### config.mk
export PLATFORM = sky130hd
export DESIGN_NAME = udp_sample_framer_flat
export DESIGN_NICKNAME = d
export VERILOG_FILES = /design/src/rtl/udp_sample_framer_if.sv /design/src/rtl/udp_sample_framer.sv /design/src/flat_wrapper.sv
export SDC_FILE = /design/constraint.sdc
export NUM_CORES = 1
export LEC_CHECK = 0
export ABC_AREA = 0
export BUFFER_PORTS_ARGS = -buffer_cell sky130_fd_sc_hd__buf_2
export CORE_UTILIZATION = 45
export CTS_CLUSTER_DIAMETER = 150
export DETAILED_ROUTE_END_ITERATION = 6
export SETUP_SLACK_MARGIN = 0.3
export SYNTH_ARGS = -nofsm -noshare
export SYNTH_HDL_FRONTEND = slang
export SYNTH_SLANG_ARGS = --single-unit
export TNS_END_PERCENT = 10
### constraint.sdc
create_clock -name tx_clk -period 4.45 [get_ports tx_clk]
set_clock_uncertainty 0.2 [all_clocks]
set_input_delay 0.6675 -clock tx_clk [delete_from_list [all_inputs] [get_ports tx_clk]]
set_output_delay 0.6675 -clock tx_clk [all_outputs]
set_load 0.03 [all_outputs]
### src/rtl/udp_sample_framer_if.sv
// Byte-stream ports of udp_sample_framer: the sample input handshake and the MAC transmit handshake.
interface udp_sample_framer_if;
    logic [7:0] in_data;
    logic       in_valid;
    logic       in_ready;
    logic [7:0] tx_data;
    logic       tx_sop;
    logic       tx_eop;
    logic       tx_err;
    logic       tx_wren;
    logic       tx_rdy;

    modport master (
        input  in_data, in_valid, tx_rdy,
        output in_ready, tx_data, tx_sop, tx_eop, tx_err, tx_wren
    );

    modport slave (
        output in_data, in_valid, tx_rdy,
        input  in_ready, tx_data, tx_sop, tx_eop, tx_err, tx_wren
    );
endinterface

### src/rtl/udp_sample_framer.sv
// Wraps a fixed-size sample byte stream into Ethernet/IPv4/UDP frames for a byte-wide MAC.
// Define UDP_FRAMER_SEQNUM_EN to prefix each payload with a 32-bit big-endian sequence number.
module udp_sample_framer #(
    parameter int          PAYLOAD_BYTES = 1024,
    parameter logic [47:0] SRC_MAC       = 48'h02_00_00_00_00_01,
    parameter logic [47:0] DST_MAC       = 48'hFF_FF_FF_FF_FF_FF,
    parameter logic [31:0] SRC_IP        = 32'hC0A8010A,
    parameter logic [31:0] DST_IP        = 32'hC0A80101,
    parameter logic [15:0] SRC_PORT      = 16'd5000,
    parameter logic [15:0] DST_PORT      = 16'd5000
) (
    input  logic                tx_clk,
    input  logic                rst,
    udp_sample_framer_if.master bus,
    output logic [15:0]         frame_count
);

`ifdef UDP_FRAMER_SEQNUM_EN
    localparam int SEQ_BYTES = 4;
`else
    localparam int SEQ_BYTES = 0;
`endif
    localparam int               HDR_BYTES    = 42 + SEQ_BYTES;
    localparam int               UDP_PAYLOAD  = PAYLOAD_BYTES + SEQ_BYTES;
    localparam logic [15:0]      IP_TOTAL_LEN = 16'(28 + UDP_PAYLOAD);
    localparam logic [15:0]      UDP_LEN      = 16'(8 + UDP_PAYLOAD);
    localparam logic [5:0]       LAST_HDR     = 6'(HDR_BYTES - 1);
    localparam int               CNT_W        = $clog2(PAYLOAD_BYTES);
    localparam logic [CNT_W-1:0] LAST_PAY     = CNT_W'(PAYLOAD_BYTES - 1);

    typedef enum logic [1:0] {IDLE, CSUM, HEADER, PAYLOAD} state_t;

    state_t                   state;
    logic [5:0]               hdr_idx;
    logic [CNT_W-1:0]         pay_cnt;
    logic                     csum_phase;
    logic [19:0]              csum_acc;
    logic [15:0]              checksum;
    logic [16:0]              fold1;
    logic [15:0]              fold2;
    logic [5:0]               rev_idx;
    logic [HDR_BYTES-1:0][7:0] hdr_vec;
    logic [41:0][7:0]         base_hdr;

    // The ip_id of the frame being built is the number of frames already completed.
    function automatic logic [19:0] header_word_sum(input logic [15:0] ip_id);
        return 20'(16'h4500) + 20'(IP_TOTAL_LEN) + 20'(ip_id) + 20'(16'h4000)
             + 20'(16'h4011) + 20'(SRC_IP[31:16]) + 20'(SRC_IP[15:0])
             + 20'(DST_IP[31:16]) + 20'(DST_IP[15:0]);
    endfunction

    always_comb begin
        fold1 = 17'(csum_acc[15:0]) + 17'(csum_acc[19:16]);
        fold2 = fold1[15:0] + 16'(fold1[16]);
    end

    assign base_hdr = {DST_MAC, SRC_MAC, 16'h0800,
                       16'h4500, IP_TOTAL_LEN, frame_count, 16'h4000, 16'h4011, checksum,
                       SRC_IP, DST_IP,
                       SRC_PORT, DST_PORT, UDP_LEN, 16'h0000};

`ifdef UDP_FRAMER_SEQNUM_EN
    logic [31:0] seq_num;
    assign hdr_vec = {base_hdr, seq_num};
`else
    assign hdr_vec = base_hdr;
`endif

    // Byte 0 of the header sits in the most significant slot of the packed vector.
    assign rev_idx = LAST_HDR - hdr_idx;

    // rst gates the strobes so nothing is offered while a frame is being abandoned.
    always_comb begin
        bus.tx_data  = 8'h00;
        bus.tx_sop   = 1'b0;
        bus.tx_eop   = 1'b0;
        bus.tx_wren  = 1'b0;
        bus.in_ready = 1'b0;
        if (!rst) begin
            case (state)
                HEADER: begin
                    bus.tx_data = hdr_vec[rev_idx];
                    bus.tx_sop  = (hdr_idx == 6'd0);
                    bus.tx_wren = 1'b1;
                end
                PAYLOAD: begin
                    bus.tx_data  = bus.in_data;
                    bus.tx_eop   = (pay_cnt == LAST_PAY);
                    bus.tx_wren  = bus.in_valid;
                    bus.in_ready = bus.tx_rdy;
                end
                default: ;
            endcase
        end
    end

    assign bus.tx_err = 1'b0;

    always_ff @(posedge tx_clk) begin
        if (rst) begin
            state       <= IDLE;
            hdr_idx     <= 6'd0;
            pay_cnt     <= '0;
            csum_phase  <= 1'b0;
            csum_acc    <= 20'd0;
            checksum    <= 16'd0;
            frame_count <= 16'd0;
`ifdef UDP_FRAMER_SEQNUM_EN
            seq_num     <= 32'd0;
`endif
        end else begin
            case (state)
                IDLE: begin
                    if (bus.in_valid) begin
                        state      <= CSUM;
                        csum_phase <= 1'b0;
                    end
                end
                // First cycle sums the header words, second folds and inverts.
                CSUM: begin
                    if (!csum_phase) begin
                        csum_acc   <= header_word_sum(frame_count);
                        csum_phase <= 1'b1;
                    end else begin
                        checksum   <= ~fold2;
                        csum_phase <= 1'b0;
                        hdr_idx    <= 6'd0;
                        state      <= HEADER;
                    end
                end
                HEADER: begin
                    if (bus.tx_rdy) begin
                        if (hdr_idx == LAST_HDR) begin
                            hdr_idx <= 6'd0;
                            pay_cnt <= '0;
                            state   <= PAYLOAD;
                        end else begin
                            hdr_idx <= hdr_idx + 6'd1;
                        end
                    end
                end
                PAYLOAD: begin
                    if (bus.in_valid && bus.tx_rdy) begin
                        if (pay_cnt == LAST_PAY) begin
                            pay_cnt     <= '0;
                            state       <= IDLE;
                            frame_count <= frame_count + 16'd1;
`ifdef UDP_FRAMER_SEQNUM_EN
                            seq_num     <= seq_num + 32'd1;
`endif
                        end else begin
                            pay_cnt <= pay_cnt + CNT_W'(1);
                        end
                    end
                end
                default: state <= IDLE;
            endcase
        end
    end

endmodule
### src/flat_wrapper.sv
// flat-port wrapper written by rule: the top's interface ports become plain ports
module udp_sample_framer_flat 
#(
    parameter int          PAYLOAD_BYTES = 1024,
    parameter logic [47:0] SRC_MAC       = 48'h02_00_00_00_00_01,
    parameter logic [47:0] DST_MAC       = 48'hFF_FF_FF_FF_FF_FF,
    parameter logic [31:0] SRC_IP        = 32'hC0A8010A,
    parameter logic [31:0] DST_IP        = 32'hC0A80101,
    parameter logic [15:0] SRC_PORT      = 16'd5000,
    parameter logic [15:0] DST_PORT      = 16'd5000
)
  (tx_clk, rst, frame_count, bus_in_data, bus_in_valid, bus_tx_rdy, bus_in_ready, bus_tx_data, bus_tx_sop, bus_tx_eop, bus_tx_err, bus_tx_wren);
  udp_sample_framer_if bus_i ();
  input  logic tx_clk;
  input  logic rst;
  output logic [15:0] frame_count;
  input wire logic [$bits(bus_i.in_data)-1:0] bus_in_data;
  input wire logic [$bits(bus_i.in_valid)-1:0] bus_in_valid;
  input wire logic [$bits(bus_i.tx_rdy)-1:0] bus_tx_rdy;
  output wire logic [$bits(bus_i.in_ready)-1:0] bus_in_ready;
  output wire logic [$bits(bus_i.tx_data)-1:0] bus_tx_data;
  output wire logic [$bits(bus_i.tx_sop)-1:0] bus_tx_sop;
  output wire logic [$bits(bus_i.tx_eop)-1:0] bus_tx_eop;
  output wire logic [$bits(bus_i.tx_err)-1:0] bus_tx_err;
  output wire logic [$bits(bus_i.tx_wren)-1:0] bus_tx_wren;
  assign bus_i.in_data = bus_in_data;
  assign bus_i.in_valid = bus_in_valid;
  assign bus_i.tx_rdy = bus_tx_rdy;
  assign bus_in_ready = bus_i.in_ready;
  assign bus_tx_data = bus_i.tx_data;
  assign bus_tx_sop = bus_i.tx_sop;
  assign bus_tx_eop = bus_i.tx_eop;
  assign bus_tx_err = bus_i.tx_err;
  assign bus_tx_wren = bus_i.tx_wren;
  udp_sample_framer #(.PAYLOAD_BYTES(PAYLOAD_BYTES), .SRC_MAC(SRC_MAC), .DST_MAC(DST_MAC), .SRC_IP(SRC_IP), .DST_IP(DST_IP), .SRC_PORT(SRC_PORT), .DST_PORT(DST_PORT)) u_core (.tx_clk(tx_clk), .rst(rst), .bus(bus_i), .frame_count(frame_count));
endmodule
==> metrics.cfg, run 1 <==
[run_status]
outcome = complete, but fails checks
violations = design-rule violations

[global_routing]
grt_first_pass_wirelength_mm = 23.6
grt.met2_usage_pct = 37.7
use_met1_pct = 32.0
antenna_found_initial = 0
first_global_vias = 4614
overflow = 0
grt_util_met3_pct = 3.86
grt.busiest_layer = met2
grt_use_total_pct = 23.3
grt_max_degree = 47

[clock_tree]
path_clk_slew_ns = 0.05
cts_root_buf = clkbuf_16
clock_path_buffers = 2
cts_made_buffers = 9
clock_latency_ns = 0.34
htreeDepth = 3
clock-sinks = 70
tritoncts = yes

[floorplanning]
dieArea_um2 = 12500
std_cell_rows = 39
core_um2 = 11600
floorplan.die.height_um = 112
pin_count = 41
die_x_um = 112
start_util_pct = 46.9

[timing]
rsz0062_at_grt = false
hold_viol = 0
tns_ns = 0
worst_pin_slew_ns = 0.888
min_period_over_period_pct = 86.9
period_minus_slack_ns = 3.87
setup_viol = 0
fmax_mhz = 259
maxSlewHeadroom_pct = 40.8
drv_slew = 0

[yosys]
synthMostInstantiatedCell = nor2_1
synthTopCellsByArea = dfxtp_1, xnor2_1, nor2_1, ha_1, nand2_1
ys_top_cells_by_count = nor2_1, dfxtp_1, nand2_1
yosys.area.top_type = dfxtp_1
synth_area_per_cell_um2 = 7.71
synth_top_area_share_pct = 25.8
synth-edff-count = 0
synth_area_um2 = 5440
synth-seq-cells = 70
syn_nets = 741
ys.flop_type = dfxtp_1
yosys_warnings = 0
yosysUniqueCellTypes = 76
seq_area_frac_synth_pct = 25.8
synth_async_sr_flop_share_pct = 0
syn_inst = 706

[finish]
area_delta_synth_final_pct = 8.76
fill_cells = 1164
fin_nets = 748
drive_gt1_share_pct = 10.9
stdcell_count = 859
n_antenna_cell = 0

[placed_design]
placed_cells_incl_taps = 845
place_hpwl_mm = 10.7
portBuffers = 39
gp_congestion = 0.884

[critical_path]
critical-path-max-stage-delay_ns = 0.59
worst-path-buf-inv = 2
crit_chain = inv_1 -> ha_1 -> xnor2_1 -> o221ai_1 -> a21oi_1 -> nor3_1 -> o21ai_0 -> a22o_1 -> buf_2
path_delay_family = compound AO/OA/AOI/OAI gates
setup.worst_path.class = reg2out
crit_fanout = 13
critPathCaptureType = output port
arrival_ns = 3.00
worst_ep_required_time_ns = 3.58
start_kind = flip-flop
slowest_stage = dfxtp_1

[job]
maxCapViolCount = 0

[detailed_routing]
wl_per_cell_um = 16.8
drt-total-wl_mm = 14.4
antenna_left = 0
via_per_inst = 6.02
dr.pass1.iters = 7
drcViolationCount = 4
routed-via-count = 5169
drt_iter0_drc = 364

[power_and_ir_drop]
p_leak_nw = 2.09
p_per_area_nw_per_um2 = 342
vdd_drop_max_v = 0.000184

[hold_path]
hp-class = reg2reg

cells in the final DEF (no fill, tap or decap), types with 7 or more instances in the layout:
| master | n |
|---|---|
| xor2_1 | 19 |
| a211oi_1 | 15 |
| nor2_1 | 84 |
| or3_1 | 10 |
| nand3_1 | 26 |
| ha_1 | 22 |
| nand2_1 | 59 |
| a22o_1 | 7 |
| and4_1 | 9 |
| mux2i_1 | 15 |
| clkbuf_16 | 9 |
| and3_1 | 8 |
| nor2b_1 | 9 |
| buf_2 | 39 |
| a311oi_1 | 8 |
| nor3_1 | 20 |
| o211ai_1 | 9 |
| o21ai_0 | 31 |
| xnor2_1 | 37 |
| dfxtp_1 | 70 |
| a31oi_1 | 8 |
| nor4_1 | 8 |
| a21oi_1 | 30 |
| inv_1 | 28 |
| nand2b_1 | 9 |
| nand4_1 | 12 |
routing by layer:
layer	vias up	share of wire, %
met5	-	0
met4	0	1.4
met1	2423	49
met2	144	45
li1	2587	-
met3	15	4.8
path summary, 6_finish.rpt:
| path | to | from | depth (start not counted) | slack [ns] |
|---|---|---|---|---|
| setup / recovery | bus_tx_data[4] | u_core.hdr_idx[1]$_SDFFE_PP0P_ | 9 | 0.58 |
| hold / removal | u_core.csum_acc[2]$_SDFFE_PP0P_ | u_core.csum_acc[2]$_SDFFE_PP0P_ | 2 | 0.26 |
| setup reg to reg | u_core.checksum[14]$_SDFFE_PP0P_ | u_core.csum_acc[16]$_SDFFE_PP0P_ | 14 | 0.62 |
| hold reg to reg | u_core.csum_acc[2]$_SDFFE_PP0P_ | u_core.csum_acc[2]$_SDFFE_PP0P_ | 2 | 0.26 |
flip-flops by register name (all words and copies together), names as in the netlist:
signal / flops
u_core.csum_acc: 19
u_core.checksum: 16
u_core.frame_count: 16
u_core.pay_cnt: 10
u_core.hdr_idx: 6
u_core.state: 2
u_core.csum_phase: 1
timing repair:
item,CTS,global route
setup endpoints to repair,0,3
hold buffers,0,0
setup buffers,0,0
resized for setup,0,1
power breakdown:
group	total [mW]	switching, mW	internal, mW
clock	0.645	0.261	0.384
combinational	0.583	0.371	0.212
sequential	0.794	0.0975	0.696
total	2.02	0.729	1.29
cell families after synthesis:
| family | after synthesis | share of synthesized area [%] |
|---|---|---|
| other cells | 1 | 0.0689 |
| fa+ha+maj | 23 | 5.43 |
| compound gates | 180 | 24.2 |
| buf+inv | 76 | 5.52 |
| mux | 17 | 3.17 |
| simple gates | 283 | 26.8 |
| xor+xnor | 56 | 9.01 |
| flops | 70 | 25.8 |
final cells by class:
class | count | area [um2] | share of cell area [%]
multi-input combinational | 560 | 3740 | 63.3
sequential | 70 | 1400 | 23.7
clock buffer | 12 | 246 | 4.16
timing repair buffer | 44 | 233 | 3.93
tap | 143 | 179 | 3.02
inverter | 28 | 105 | 1.78
clock inverter | 2 | 10.0 | 0.169
tightest hold or removal path, delay by kind of cell, from the launching register on:
family | cells | cell delay [ns]
simple gates | 1 | 0.05
compound gates | 1 | 0.05
flops | 1 | 0.31
metrics by stage:
step	cell area [um2]	power [mW]	hold WS, ns	worst slack (ns)	utilization (%)
floorplan	5440	1.24	0.226	0.974	-
global placement	5660	1.38	0.246	0.736	48.7
detailed placement	5660	1.39	0.249	0.461	48.7
CTS	5910	2.03	0.258	0.446	50.9
global route	5920	2.14	0.271	0.305	51.0
finish	5920	2.02	0.260	0.584	51.0
Note: power is estimated with default switching activity, not from simulation.
==> run 2, diff against run 1 <==
CORE_UTILIZATION = 35   (was 45)
==> run 2 against run 1 <==
The flow now finishes without violations. Hold slack lost 0.0059 ns. Clock power grew 2%. Via count shrank 1.8%. Design area grew 1.5%. Routed wire length shrank 3.7%. Die area grew 28%. Utilization shrank 11 points. Total power grew 0.39%. Fmax grew 1.2%. Critical path type unchanged. Largest cell class unchanged. Largest power group unchanged.
==> metrics.cfg, run 2 (synthesis results as in run 1) <==
[finish]
fin_nets = 751  ; +0.40%
fill_cells = 1592  ; +37%
area_delta_synth_final_pct = 10.4
n_antenna_cell = 0  ; unchanged
reg_top3 = u_core.csum_acc (19), u_core.checksum (16), u_core.frame_count (16)
final_cell_mix = nor2_1, dfxtp_1, nand2_1
sequential_cell_area_um2 = 1400  ; unchanged
drive_gt1_share_pct = 11.4  ; +0.48 points
largest_reg_flops = 19  ; unchanged
final_common_cell = nor2_1
largest_register = u_core.csum_acc
multiInputGateArea_um2 = 3740  ; -0.10%

[placed_design]
place_hpwl_mm = 10.2  ; -4.4%
portBuffers = 39  ; unchanged
place_ws_ns = 0.765  ; +0.305 ns
gp_congestion = 0.877  ; -0.81%

[floorplanning]
std_cell_rows = 45  ; +15%
dieArea_um2 = 16000  ; +28%
die_x_um = 127  ; +13%
floorplan.die.height_um = 127  ; +13%
start_util_pct = 35.8  ; -11 points
pin_count = 41  ; unchanged
core_um2 = 15200  ; +31%

[detailed_routing]
via_per_inst = 5.58  ; -7.2%
drt-total-wl_mm = 13.9  ; -3.7%
drcViolationCount = 0  ; -4
routed-via-count = 5075  ; -1.8%
drt_iter0_drc = 335  ; -8.0%
antenna_left = 0  ; unchanged
dr.pass1.iters = 5  ; -2
wl_per_cell_um = 15.3  ; -9.0%

[timing]
period_minus_slack_ns = 3.82  ; -0.0472 ns
rsz0062_at_grt = false
setup_viol = 0  ; unchanged
setup_ws_ns = 0.631  ; +0.0472 ns
drv_slew = 0  ; unchanged
tns_ns = 0  ; unchanged
hold_viol = 0  ; unchanged
min_period_over_period_pct = 85.8  ; -1.1 points
hold_ws_ns = 0.254  ; -0.00593 ns
fmax_mhz = 262  ; +1.2%
worst_pin_slew_ns = 0.751  ; -0.138 ns
maxSlewHeadroom_pct = 49.8  ; +9.0 points

[global_routing]
grt_use_total_pct = 18.1  ; -5.2 points
grt_max_degree = 44  ; -6.4%
overflow = 0  ; unchanged
antenna_found_initial = 0  ; unchanged
first_global_vias = 4475  ; -3.0%
grt_first_pass_wirelength_mm = 23.4  ; -0.82%

[power_and_ir_drop]
p_per_area_nw_per_um2 = 338  ; -1.1%
vdd_drop_max_v = 0.000164  ; -11%
p_leak_nw = 2.11  ; +0.96%

[clock_tree]
path_clk_slew_ns = 0.05  ; about the same
clock_latency_ns = 0.34  ; about the same
cts_hold_buf = 0  ; unchanged
htreeDepth = 3  ; unchanged
tritoncts = yes
clock-sinks = 70  ; unchanged
cts_setup_buffers = 0  ; unchanged
cts_resized = 0  ; unchanged
clock_path_buffers = 2  ; unchanged
cts_made_buffers = 9  ; unchanged
cts_root_buf = clkbuf_16

[run_status]
outcome = complete, no violations

[critical_path]
timing.rr.end = u_core.checksum[12]$_SDFFE_PP0P_
reg2reg_from = u_core.csum_acc[0]$_SDFFE_PP0P_
start_kind = flip-flop
setup.worst_path.class = reg2out
arrival_ns = 2.95  ; -0.05 ns
reg2reg_depth = 15  ; +1
worst_ep_required_time_ns = 3.58  ; about the same
crit_fanout = 13  ; unchanged
rrSetupSlack_ns = 0.76  ; +0.14 ns
critPathCaptureType = output port

[hold_path]
hp-class = reg2reg
holdPathStages = 2  ; unchanged
whs_endpoint = u_core.checksum[3]$_SDFFE_PP0P_
hold_start = u_core.checksum[3]$_SDFFE_PP0P_

[job]
maxCapViolCount = 0  ; unchanged

## run 2: worst max-delay path, cell delays in order, from the launching register on
cell and delay (ns):
dfxtp_1 0.56, inv_1 0.24, ha_1 0.30, inv_1 0.10
a21oi_1 0.08, xnor2_1 0.56, o21ai_0 0.26, a22oi_1 0.22
a21o_1 0.10, buf_2 0.19
## run 2: worst max path at each step
stage / endpoint / from
floorplan: u_core.checksum[14]$_SDFFE_PP0P_ / u_core.csum_acc[0]$_SDFFE_PP0P_
global placement: u_core.checksum[12]$_SDFFE_PP0P_ / u_core.csum_acc[0]$_SDFFE_PP0P_
detailed placement: u_core.checksum[14]$_SDFFE_PP0P_ / u_core.csum_acc[16]$_SDFFE_PP0P_
CTS: bus_tx_data[1] / u_core.hdr_idx[1]$_SDFFE_PP0P_
global route: bus_tx_data[4] / u_core.hdr_idx[1]$_SDFFE_PP0P_
finish: bus_tx_data[1] / u_core.hdr_idx[1]$_SDFFE_PP0P_
## run 2: layer usage
metal | vias to the layer above | track usage, % | part of all wire (%)
li1 | 2582 | - | -
met1 | 2348 | 25.0 | 49
met2 | 137 | 27.9 | 44
met3 | 8 | 4.68 | 5.4
met4 | 0 | 4.97 | 0.98
met5 | - | 0 | 0
## run 2: where the power goes
group	switching (mW)	internal [mW]	total, mW	leakage, nW
sequential	0.0943	0.696	0.790	0.567
combinational	0.362	0.219	0.582	1.42
clock	0.268	0.390	0.658	0.132
total	0.725	1.30	2.03	2.11
## run 2: metrics by stage
step | std cells | power, mW | instance area (um2) | utilization [%]
after floorplan | 706 | 1.24 | 5440 | -
after global placement | 893 | 1.38 | 5740 | 37.7
after detailed placement | 893 | 1.38 | 5740 | 37.7
after CTS | 909 | 2.05 | 6010 | 39.5
after global routing | 909 | 2.17 | 6010 | 39.5
final | 909 | 2.03 | 6010 | 39.5
## run 2: cell type report
| type | instances | area share (%) |
|---|---|---|
| tap | 188 | 3.92 |
| inverter | 28 | 1.75 |
| timing repair buffer | 47 | 4.25 |
| multi-input combinational | 560 | 62.3 |
| clock inverter | 4 | 0.375 |
| sequential | 70 | 23.3 |
| clock buffer | 12 | 4.10 |
==> run 3, diff against run 2 <==
BUFFER_PORTS_ARGS = not set   (was -buffer_cell sky130_fd_sc_hd__buf_2)
DONT_BUFFER_PORTS = 1   (was not set)
==> run 3 against run 2 <==
Routed wire length increased by 3.2%. Highest routed layer unchanged. Critical path type unchanged. Final cell count is 4.3% lower. Clock power grew 36%. Utilization is 0.61 points lower.
==> metrics.cfg, run 3 (synthesis results as in run 1) <==
[power_and_ir_drop]
p_per_area_nw_per_um2 = 379  ; +12%
vdd_drop_max_v = 0.000212  ; +30%
p_leak_nw = 1.96  ; -7.2%

[timing]
setup_viol = 0  ; unchanged
hold_ws_ns = 0.200  ; -0.0537 ns
min_period_over_period_pct = 86.1  ; +0.31 points
worst_pin_slew_ns = 0.998  ; +0.247 ns
fmax_mhz = 261  ; -0.36%
setup_ws_ns = 0.617  ; -0.0137 ns
rsz0062_at_grt = false
period_minus_slack_ns = 3.83  ; +0.0136 ns
tns_ns = 0  ; unchanged
maxSlewHeadroom_pct = 33.4  ; -16 points
hold_viol = 0  ; unchanged
drv_slew = 0  ; unchanged

[finish]
drive_gt1_share_pct = 6.60  ; -4.8 points
area_delta_synth_final_pct = 8.67
multiInputGateArea_um2 = 3740  ; unchanged
fill_cells = 1582  ; -0.63%
reg_top3 = u_core.csum_acc (19), u_core.checksum (16), u_core.frame_count (16)
n_antenna_cell = 0  ; unchanged
final_common_cell = nor2_1
fin_nets = 712  ; -5.2%
final_util_pct = 38.9  ; -0.61 points
sequential_cell_area_um2 = 1400  ; unchanged
largest_reg_flops = 19  ; unchanged
final_cell_mix = nor2_1, dfxtp_1, nand2_1
largest_register = u_core.csum_acc

[critical_path]
slowest_stage = dfxtp_1
setup.worst_path.class = reg2out
critPathCaptureType = output port
worst-path-buf-inv = 2  ; -1
cp_common_cell = inv_1
crit_fanout = 13  ; unchanged
critical-path-max-stage-delay_ns = 0.59  ; +0.03 ns
worst_ep_required_time_ns = 3.58  ; about the same
start_kind = flip-flop
path_delay_family = compound AO/OA/AOI/OAI gates
arrival_ns = 2.97  ; +0.02 ns
crit_chain = inv_1 -> ha_1 -> inv_1 -> a21oi_1 -> xnor2_1 -> o21ai_0 -> a22oi_1 -> a21o_1

[detailed_routing]
wl_per_cell_um = 16.5  ; +7.9%
via_per_inst = 5.83  ; +4.5%
drcViolationCount = 0  ; unchanged
antenna_left = 0  ; unchanged
routed-via-count = 5076  ; +0.020%
drt-total-wl_mm = 14.3  ; +3.2%
drt_iter0_drc = 351  ; +4.8%
dr.pass1.iters = 4  ; -1

[clock_tree]
cts_made_buffers = 9  ; unchanged
clock_path_buffers = 2  ; unchanged
htreeDepth = 3  ; unchanged
cts_resized = 0  ; unchanged
path_clk_slew_ns = 0.06  ; about the same
cts_root_buf = clkbuf_16
cts_hold_buf = 0  ; unchanged
clock-sinks = 70  ; unchanged
tritoncts = yes
cts_setup_buffers = 0  ; unchanged
clock_latency_ns = 0.34  ; about the same

[global_routing]
grt_use_total_pct = 18.5  ; +0.36 points
first_global_vias = 4685  ; +4.7%
antenna_found_initial = 1  ; +1
grt_max_degree = 67  ; +52%
overflow = 0  ; unchanged
grt_first_pass_wirelength_mm = 23.9  ; +2.4%

[placed_design]
place_hpwl_mm = 10.6  ; +3.9%
place_ws_ns = 0.751  ; -0.0146 ns
gp_congestion = 0.884  ; +0.81%
portBuffers = 0  ; -100%

[floorplanning]
pin_count = 41  ; unchanged
core_um2 = 15200  ; unchanged
start_util_pct = 35.8  ; unchanged
floorplan.die.height_um = 127  ; unchanged
std_cell_rows = 45  ; unchanged
die_x_um = 127  ; unchanged
dieArea_um2 = 16000  ; unchanged

[run_status]
outcome = complete, no violations

[hold_path]
hp-class = in2reg

[job]
maxCapViolCount = 0  ; unchanged

==> run 3: cell count changes in the layout (fill, tap and decap cells not counted), sizes merged <==
cell | before | now
buf | 47 | 8
bufinv | 0 | 4
clkbuf | 12 | 10
clkinv | 3 | 1
==> run 3: report_power, final <==
part | total [mW] | internal (mW) | switching [mW] | leakage, nW
registers | 0.789 | 0.696 | 0.0932 | 0.567
logic | 0.554 | 0.198 | 0.356 | 1.22
clock network | 0.896 | 0.618 | 0.278 | 0.179
==> run 3: layout make-up <==
cell class                 instances  share of cell area (%)
sequential                        70                    23.7
timing repair buffer               8                    1.02
multi-input combinational        560                    63.2
clock buffer                      10                    4.04
inverter                          28                    1.78
clock inverter                     6                    2.24
tap                              188                    3.98
==> run 3: path summary, 6_finish.rpt <==
check,slack [ns],startpoint,end,cells after the start
setup reg to reg,0.74,u_core.csum_acc[0]$_SDFFE_PP0P_,u_core.checksum[12]$_SDFFE_PP0P_,15
hold reg to reg,0.25,u_core.checksum[3]$_SDFFE_PP0P_,u_core.checksum[3]$_SDFFE_PP0P_,2
setup / recovery,0.62,u_core.hdr_idx[1]$_SDFFE_PP0P_,bus_tx_data[1],8
hold / removal,0.20,rst,u_core.hdr_idx[0]$_SDFFE_PP0P_,1
==> run 3: per-layer routing <==
metal  up-vias  wire length [um]  global-route usage [%]
li1       2516                 -                       -
met1      2422              6780                    24.2
met2       124              6590                    30.2
met3        14               764                    4.85
met4         0               199                    4.62
met5         -                 0                       0
==> run 3: per-stage QoR <==
step	instances	power, mW	area (um2)
after floorplan	706	1.24	5440
after global placement	854	1.34	5540
after detailed placement	854	1.35	5540
after CTS	870	2.25	5910
after global routing	870	2.36	5910
final	870	2.24	5910
